===== config.mk =====
export PLATFORM = sky130hd
export DESIGN_NAME = mem_port_arbiter
export DESIGN_NICKNAME = d
export VERILOG_FILES = /design/src/rtl/mem_arb_pkg.sv /design/src/rtl/mem_arb_sat_counter.sv /design/src/rtl/mem_port_arbiter.sv
export SDC_FILE = /design/constraint.sdc
export NUM_CORES = 1
export LEC_CHECK = 0
export CAP_MARGIN = 20
export CORE_AREA = 2 2 88 90
export DETAILED_ROUTE_END_ITERATION = 16
export DIE_AREA = 0 0 90 92
export DONT_BUFFER_PORTS = 1
export MAX_ROUTING_LAYER = met4
export PLACE_DENSITY = 0.39
export SETUP_SLACK_MARGIN = 0.5
export SYNTH_ARGS = -nofsm -noshare
export SYNTH_HDL_FRONTEND = slang
export SYNTH_HIERARCHICAL = 1
export SYNTH_SLANG_ARGS = --single-unit

===== constraint.sdc =====
create_clock -name clk -period 1.9 [get_ports clk]
set_input_delay 0.38 -clock clk [delete_from_list [all_inputs] [get_ports clk]]
set_output_delay 0.38 -clock clk [all_outputs]
set_load 0.05 [all_outputs]

===== src/rtl/mem_arb_pkg.sv =====
// mem_arb_pkg
//   Shared types and widths for the memory port arbiter.
//   owner_t    : which requester owns the read data returning next cycle
//   STAT_W     : width of the optional statistics counters
//   MEM_DATA_W : memory word width
//   MEM_BE_W   : byte-enable width
package mem_arb_pkg;

    typedef enum logic [1:0] {
        OWNER_NONE = 2'd0,
        OWNER_IF   = 2'd1,
        OWNER_LS   = 2'd2
    } owner_t;

    localparam int STAT_W     = 32;
    localparam int MEM_DATA_W = 32;
    localparam int MEM_BE_W   = 4;

endpackage


===== src/rtl/mem_arb_sat_counter.sv =====
// mem_arb_sat_counter
//   Saturating event counter. It holds at all-ones instead of wrapping.
//   clk : clock
//   rst : synchronous active-high reset, clears the count
//   inc : count one event this cycle
//   cnt : current count (STAT_W bits)
module mem_arb_sat_counter
    import mem_arb_pkg::*;
(
    input  logic              clk,
    input  logic              rst,
    input  logic              inc,
    output logic [STAT_W-1:0] cnt
);

    always_ff @(posedge clk) begin
        if (rst) begin
            cnt <= '0;
        end else if (inc && (cnt != '1)) begin
            cnt <= cnt + STAT_W'(1);
        end
    end

endmodule


===== src/rtl/mem_port_arbiter.sv =====
// mem_port_arbiter
//   Shares one synchronous single-ported memory between instruction fetch
//   and the load/store unit. LSU has priority. A fetch request that has
//   lost STARVE_MAX consecutive cycles wins the next one. Read data comes
//   back one cycle after the grant and is steered by a registered owner tag.
//
//   Ports
//     clk, rst                       clock, synchronous active-high reset
//     if_req/if_addr                 fetch read request
//     if_gnt/if_rvalid/if_rdata      fetch grant and read response
//     ls_req/ls_we/ls_be/ls_addr/ls_wdata   LSU request
//     ls_gnt/ls_rvalid/ls_rdata      LSU grant and read response
//     mem_en/mem_we/mem_be/mem_addr/mem_wdata  memory command
//     mem_rdata                      memory read data (one cycle latency)
//
//   Build option MEM_ARB_STATS_EN adds the saturating counters
//   stat_if_grants, stat_ls_grants and stat_conflicts.
module mem_port_arbiter
    import mem_arb_pkg::*;
#(
    parameter int ADDR_W     = 16,
    parameter int STARVE_MAX = 4
) (
    input  logic                  clk,
    input  logic                  rst,

    input  logic                  if_req,
    input  logic [ADDR_W-1:0]     if_addr,
    output logic                  if_gnt,
    output logic                  if_rvalid,
    output logic [MEM_DATA_W-1:0] if_rdata,

    input  logic                  ls_req,
    input  logic                  ls_we,
    input  logic [MEM_BE_W-1:0]   ls_be,
    input  logic [ADDR_W-1:0]     ls_addr,
    input  logic [MEM_DATA_W-1:0] ls_wdata,
    output logic                  ls_gnt,
    output logic                  ls_rvalid,
    output logic [MEM_DATA_W-1:0] ls_rdata,

    output logic                  mem_en,
    output logic                  mem_we,
    output logic [MEM_BE_W-1:0]   mem_be,
    output logic [ADDR_W-1:0]     mem_addr,
    output logic [MEM_DATA_W-1:0] mem_wdata,
    input  logic [MEM_DATA_W-1:0] mem_rdata
`ifdef MEM_ARB_STATS_EN
    ,
    output logic [STAT_W-1:0]     stat_if_grants,
    output logic [STAT_W-1:0]     stat_ls_grants,
    output logic [STAT_W-1:0]     stat_conflicts
`endif
);

    localparam int               CNT_W      = $clog2(STARVE_MAX + 1);
    localparam logic [CNT_W-1:0] STARVE_LIM = CNT_W'(STARVE_MAX);

    logic [CNT_W-1:0] starve_cnt;
    owner_t           resp_owner;
    logic             if_win;
    logic             ls_win;

    // Grants are forced low during reset so nothing reaches memory.
    always_comb begin
        if_win = !rst && if_req && (!ls_req || (starve_cnt == STARVE_LIM));
        ls_win = !rst && ls_req && !if_win;
    end

    assign if_gnt    = if_win;
    assign ls_gnt    = ls_win;

    assign mem_en    = if_win | ls_win;
    assign mem_we    = ls_win & ls_we;
    assign mem_be    = ls_win ? ls_be : '0;
    assign mem_addr  = if_win ? if_addr : ls_addr;
    assign mem_wdata = ls_wdata;

    // Fetch can only be denied while the counter is below the limit, so the
    // increment never runs past STARVE_MAX.
    always_ff @(posedge clk) begin
        if (rst) begin
            starve_cnt <= '0;
            resp_owner <= OWNER_NONE;
        end else begin
            if (if_req && !if_win) begin
                starve_cnt <= starve_cnt + CNT_W'(1);
            end else begin
                starve_cnt <= '0;
            end

            if (if_win) begin
                resp_owner <= OWNER_IF;
            end else if (ls_win && !ls_we) begin
                resp_owner <= OWNER_LS;
            end else begin
                resp_owner <= OWNER_NONE;
            end
        end
    end

    // Gating with rst drops a read that was granted just before reset.
    assign if_rvalid = !rst && (resp_owner == OWNER_IF);
    assign ls_rvalid = !rst && (resp_owner == OWNER_LS);
    assign if_rdata  = mem_rdata;
    assign ls_rdata  = mem_rdata;

`ifdef MEM_ARB_STATS_EN
    mem_arb_sat_counter u_stat_if (
        .clk (clk),
        .rst (rst),
        .inc (if_win),
        .cnt (stat_if_grants)
    );

    mem_arb_sat_counter u_stat_ls (
        .clk (clk),
        .rst (rst),
        .inc (ls_win),
        .cnt (stat_ls_grants)
    );

    mem_arb_sat_counter u_stat_conf (
        .clk (clk),
        .rst (rst),
        .inc (if_req && ls_req),
        .cnt (stat_conflicts)
    );
`endif

endmodule


=== Word-level counts from Yosys, hierarchy flattened ===
Cells that the tools add are included.

* Register bits: 5
* Logic and storage cells: 29

* Eq/ne operators: 3
* Reductions and logical operators: 15
* Multiplexer cells: 4
* Bitwise operators: 3
* Add/subtract/negate cells: 1

{| class="wikitable"
|+ Operator list
! kind !! count
|-
| $mux 16 || 1
|-
| $logic_and 1x1->1 || 8
|-
| $logic_not 1->1 || 4
|-
| $mux 4 || 1
|-
| $reduce_or 2->1 || 2
|-
| $add 3x1->3 const B || 1
|-
| $eq 3x3->1 const B || 1
|-
| $eq 2x1->1 const B || 1
|-
| $eq 2x2->1 const B || 1
|-
| $mux 2 || 1
|-
| $and 1x1->1 || 1
|-
| $logic_or 1x1->1 || 1
|-
| $mux 1 || 1
|-
| $not 1->1 || 1
|-
| $or 1x1->1 || 1
|}

=== Logic depth before layout (Yosys ltp) ===
* Word-level depth: 8
* Depth in mapped cells: 7

=== Worst setup path after synthesis ===
Ideal clock, no wire load.

* Path kind: reg2out
* Start: register starve_cnt[0]
* End: output mem_be[0]
* Path slack: -1.166 ns
* Data arrival time: 2.686 ns
* Cell stages (with the launch flop): 5
* Path buffers: 0
* Cells stage by stage: dfxtp_1 -> inv_1 -> ha_1 -> a311oi_1 -> and2_1

* Word-level cells in the longest chain between the ends: 6

{| class="wikitable"
|+ Ends and longest elaborated chain
! what !! line !! text
|-
| start: declaration || mem_port_arbiter.sv:59 || <nowiki>logic [CNT_W-1:0] starve_cnt;</nowiki>
|-
| start signal: assignment || mem_port_arbiter.sv:87 || <nowiki>starve_cnt <= starve_cnt + CNT_W'(1);</nowiki>
|-
| $eq 3x3->1 || mem_port_arbiter.sv:66 || <nowiki>if_win = !rst && if_req && (!ls_req || (starve_cnt == STARVE_LIM));</nowiki>
|-
| $logic_or 1x1->1 || mem_port_arbiter.sv:66 ||
|-
| $logic_and 1x1->1 || mem_port_arbiter.sv:66 ||
|-
| $logic_not 1->1 || mem_port_arbiter.sv:67 || <nowiki>ls_win = !rst && ls_req && !if_win;</nowiki>
|-
| $logic_and 1x1->1 || mem_port_arbiter.sv:67 ||
|-
| via ls_gnt || mem_port_arbiter.sv:38 || <nowiki>output logic ls_gnt,</nowiki>
|-
| $mux 4 || mem_port_arbiter.sv:75 || <nowiki>assign mem_be = ls_win ? ls_be : '0;</nowiki>
|-
| end: declaration || mem_port_arbiter.sv:44 || <nowiki>output logic [MEM_BE_W-1:0] mem_be,</nowiki>
|}

The timed path passes the listed nets, and every way through them passes these cells.

=== Final worst setup path ===
* Start: register starve_cnt[1]
* End: output mem_addr[9]

* Word-level cells in the longest chain between the ends: 4

{| class="wikitable"
|+ Ends and longest elaborated chain
! what !! line !! text
|-
| $eq 3x3->1 || mem_port_arbiter.sv:66 ||
|-
| $logic_or 1x1->1 || mem_port_arbiter.sv:66 ||
|-
| $logic_and 1x1->1 || mem_port_arbiter.sv:66 ||
|-
| via if_gnt || mem_port_arbiter.sv:29 || <nowiki>output logic if_gnt,</nowiki>
|-
| $mux 16 || mem_port_arbiter.sv:76 || <nowiki>assign mem_addr = if_win ? if_addr : ls_addr;</nowiki>
|-
| end: declaration || mem_port_arbiter.sv:45 || <nowiki>output logic [ADDR_W-1:0] mem_addr,</nowiki>
|}

The timed path passes the listed nets, and every way through them passes these cells.

==> summary.txt <==
Timing
  • Slew HR: 61.0%
  • Period utilization: 102%
  • Worst setup margin: -0.0379 ns
  • Unrepaired setup endpoints after global routing: yes
  • Final setup fails: 21
  • Hold slack: about 0.22 ns
  • Worst-Margin Slew: 0.585 ns
  • Slew Limit Fails: 0
  • Max Clock Skew: 0.00229 ns
  • Tmin final: 1.94 ns
  • F_max: 516 MHz
  • Endpoints failing hold: 0

CTS
  • H-tree levels: 1
  • Reg clk slew, reported paths: about 0.040 ns
  • Root Driver: clkbuf_8
  • Number of hold buffers added after CTS: 0
  • Clock tree sinks: 5
  • CTS buffer count: 3
  • Skew-Pair Late Insertion Delay: 0.22 ns
  • CTS tree: yes
  • Clock buffer depth: 2

Worst setup path
  • Kind of critical path: reg -> out
  • Crit. End Element: output port
  • RR Startpoint: starve_cnt[1]$_SDFF_PP0_
  • Worst R2R End: resp_owner[1]$_SDFF_PP0_
  • Critical path required time: approximately 1.5 ns
  • Maximum fanout along the worst path: 17
  • CP startpoint kind: flop
  • Worst r2r path cells: 5
  • R2R Setup Slk: around 0.65 ns
  • Worst Path Arrival: 1.56 ns

Synth
  • Synth Area in Simple Gates: roughly 8.5%
  • Adder-Cell Fraction of Synth Area: slightly above 2%
  • Yosys warns: 6
  • Post-synthesis mux area share: roughly 17%
  • Synth area leaders: buf_4, mux2_4, dfxtp_1, mux2_2, and2_1
  • Synth Instances: 144
  • Netlist cell types: 19
  • Synth Area in Compound Gates: 2.21%
  • Area leader, netlist: buf_4
  • Main combinational cell family by area after synthesis: buffers and inverters
  • XOR/XNOR Fraction of Synth Area: 0.704%
  • #FFs+latches synth: 5
  • Top-area cell type share of the netlist area: 57.9%
  • Mapped Area: around 1200 µm²
  • Syn Area/Cell: 8.65 µm²
  • Syn Nets: roughly 250
  • Register area share after synthesis: 8.04%

GRT
  • Initial antenna violation count: 0
  • Most Crowded Layer GR: met2
  • First-pass GRT wire length: 2.72 mm
  • Tot GR Track Use: ~4.3%
  • Total gr overflow: 0
  • Largest net degree at the start of global routing: 18
  • Grt met1 use: under 10%
  • Vias in the first global route: 516
  • Met2 Usage GRT: 5.89%
  • Global Route met3 Usage: 4.77%

Routing
  • WL final: 2.05 mm
  • TritonRoute pass-1 iters: 3
  • Drt via density: 2.97
  • Antenna Nets Post-Route: 0
  • Vias: 469
  • DRT iter0 DRCs: 3
  • Per-cell routed wire length: 13.0 µm
  • Remaining DRCs: 0

Floorplan
  • Die Span Y: 92 µm
  • DIE AREA: 8280 µm²
  • Initial core utilization: 16.7%
  • Row cnt: 32
  • Core area: 7450 µm²
  • Die X: 90 µm
  • I/O pins: about 230

Cells and area
  • Final Cell Area: 826 µm²
  • Area growth syn-to-layout: -33.7%
  • Nets: 164
  • Commonest non-fill, non-tap cell in the layout: mux2_4
  • Final Util: between 10% and 20%
  • Layout cells sized above 1: 78.6%
  • ANT cells: 0
  • Most frequent cells in the layout: mux2_4, and2_4, buf_4, dfxtp_2

Run status
  • Failing checks: negative setup slack
  • Status: complete, but fails checks

Power
  • Net switching power: 201 µW
  • Combinational share of power: 41.7%
  • Pwr Density: 631 nW/µm²
  • Leak Pwr: 0.000310 µW
  • Sequential share of power: a little over a fifth
  • Switching Share: 38.5%
  • Clk pwr share: 36.9%
  • VDD IR-drop max: 493 µV
  • Pint: 321 µW

Hold path
  • Tightest Hold Check Type: in -> reg
  • Min-delay src: ls_we
  • Hold Path Sink: resp_owner[1]$_SDFF_PP0_
  • Worst Hold Depth: 1

Place
  • Placed Area: 744 µm²
  • I/O Buffers: 0
  • GPL Wtd Cong: 0.609
  • Detail Placement HPWL: 1.79 mm

Run
  • Max-cap violations: 0
==> cells in the mapped netlist <==
master and n:
a21boi_4 1, a311oi_1 1, and2_1 5, and3_1 1
buf_12 1, buf_4 96, buf_6 1, dfxtp_1 5
ha_1 2, inv_1 3, mux2_2 7, mux2_4 9
nand2_1 1, nor2_1 4, nor2b_1 2, nor2b_2 1
nor2b_4 1, nor3b_1 2, xnor2_1 1
==> timing repair <==
item,CTS,global route
setup buffers,3,1
endpoints found under the setup margin,25,25
pin swaps,5,1
gates resized for setup,3,0
==> sequential cells by signal, summed over array words and instances (netlist names) <==
register and flops:
starve_cnt 3, resp_owner 2
==> metrics by stage <==
| stage | setup slack [ns] | total power (µW) | std cells | TNS, ns |
|---|---|---|---|---|
| finish | -0.0379 | 521 | 158 | -0.554 |
| detailed placement | 0.121 | 327 | 150 | 0 |
| global route | -0.110 | 544 | 158 | -2.11 |
| CTS | -0.0687 | 530 | 157 | -1.17 |
| floorplan | -0.0162 | 862 | 144 | -0.0650 |
| global placement | 0.161 | 326 | 150 | 0 |
==> cell type report <==
cell class,instances,area (µm²)
fill,885,6620
sequential,5,105
multi-input combinational,38,475
tap,102,128
inverter,3,11.3
clock buffer,4,45.0
timing repair buffer,6,61.3
==> routing by layer <==
layer / routed length [µm] / vias up
met5: 0 / -
met4: 73 / 0
met3: 444 / 19
met2: 928 / 70
met1: 606 / 200
li1: - / 180
==> cell families after synthesis <==
family	after synthesis
AO/OA/AOI/OAI	2
XOR/XNOR	1
adder cells (fa/ha/maj)	2
buffers and inverters	101
flip-flops	5
multiplexers	16
AND/OR/NAND/NOR	17
==> worst max-delay path: stages, from the launching register on <==
cell      delay, ns
dfxtp_2        0.32
inv_2          0.06
ha_4           0.14
a21boi_4       0.06
nor2b_4        0.13
buf_12         0.21
mux2_4         0.41
==> how the worst max path moves through the flow <==
stage / start / to / slack, ns / cells past startpoint
finish: starve_cnt[1]$_SDFF_PP0_ / mem_addr[9] / -0.04 / 6
global route: starve_cnt[1]$_SDFF_PP0_ / mem_be[0] / -0.11 / 5
CTS: starve_cnt[1]$_SDFF_PP0_ / mem_addr[9] / -0.07 / 6
detailed placement: starve_cnt[0]$_SDFF_PP0_ / mem_addr[9] / 0.12 / 6
global placement: if_req / mem_addr[9] / 0.16 / 4
floorplan: starve_cnt[0]$_SDFF_PP0_ / mem_be[0] / -0.02 / 4
==> power by group through the flow <==
stage / Sequential (µW) / Combinational (µW) / Clock [µW]
3_3_place_gp: 113 / 214 / 0
6_report: 112 / 218 / 192
5_1_grt: 112 / 224 / 208
3_5_place_dp: 113 / 214 / 0
4_1_cts: 112 / 220 / 199
2_1_floorplan: 113 / 749 / 0
Power figures use the tool's default switching activity.
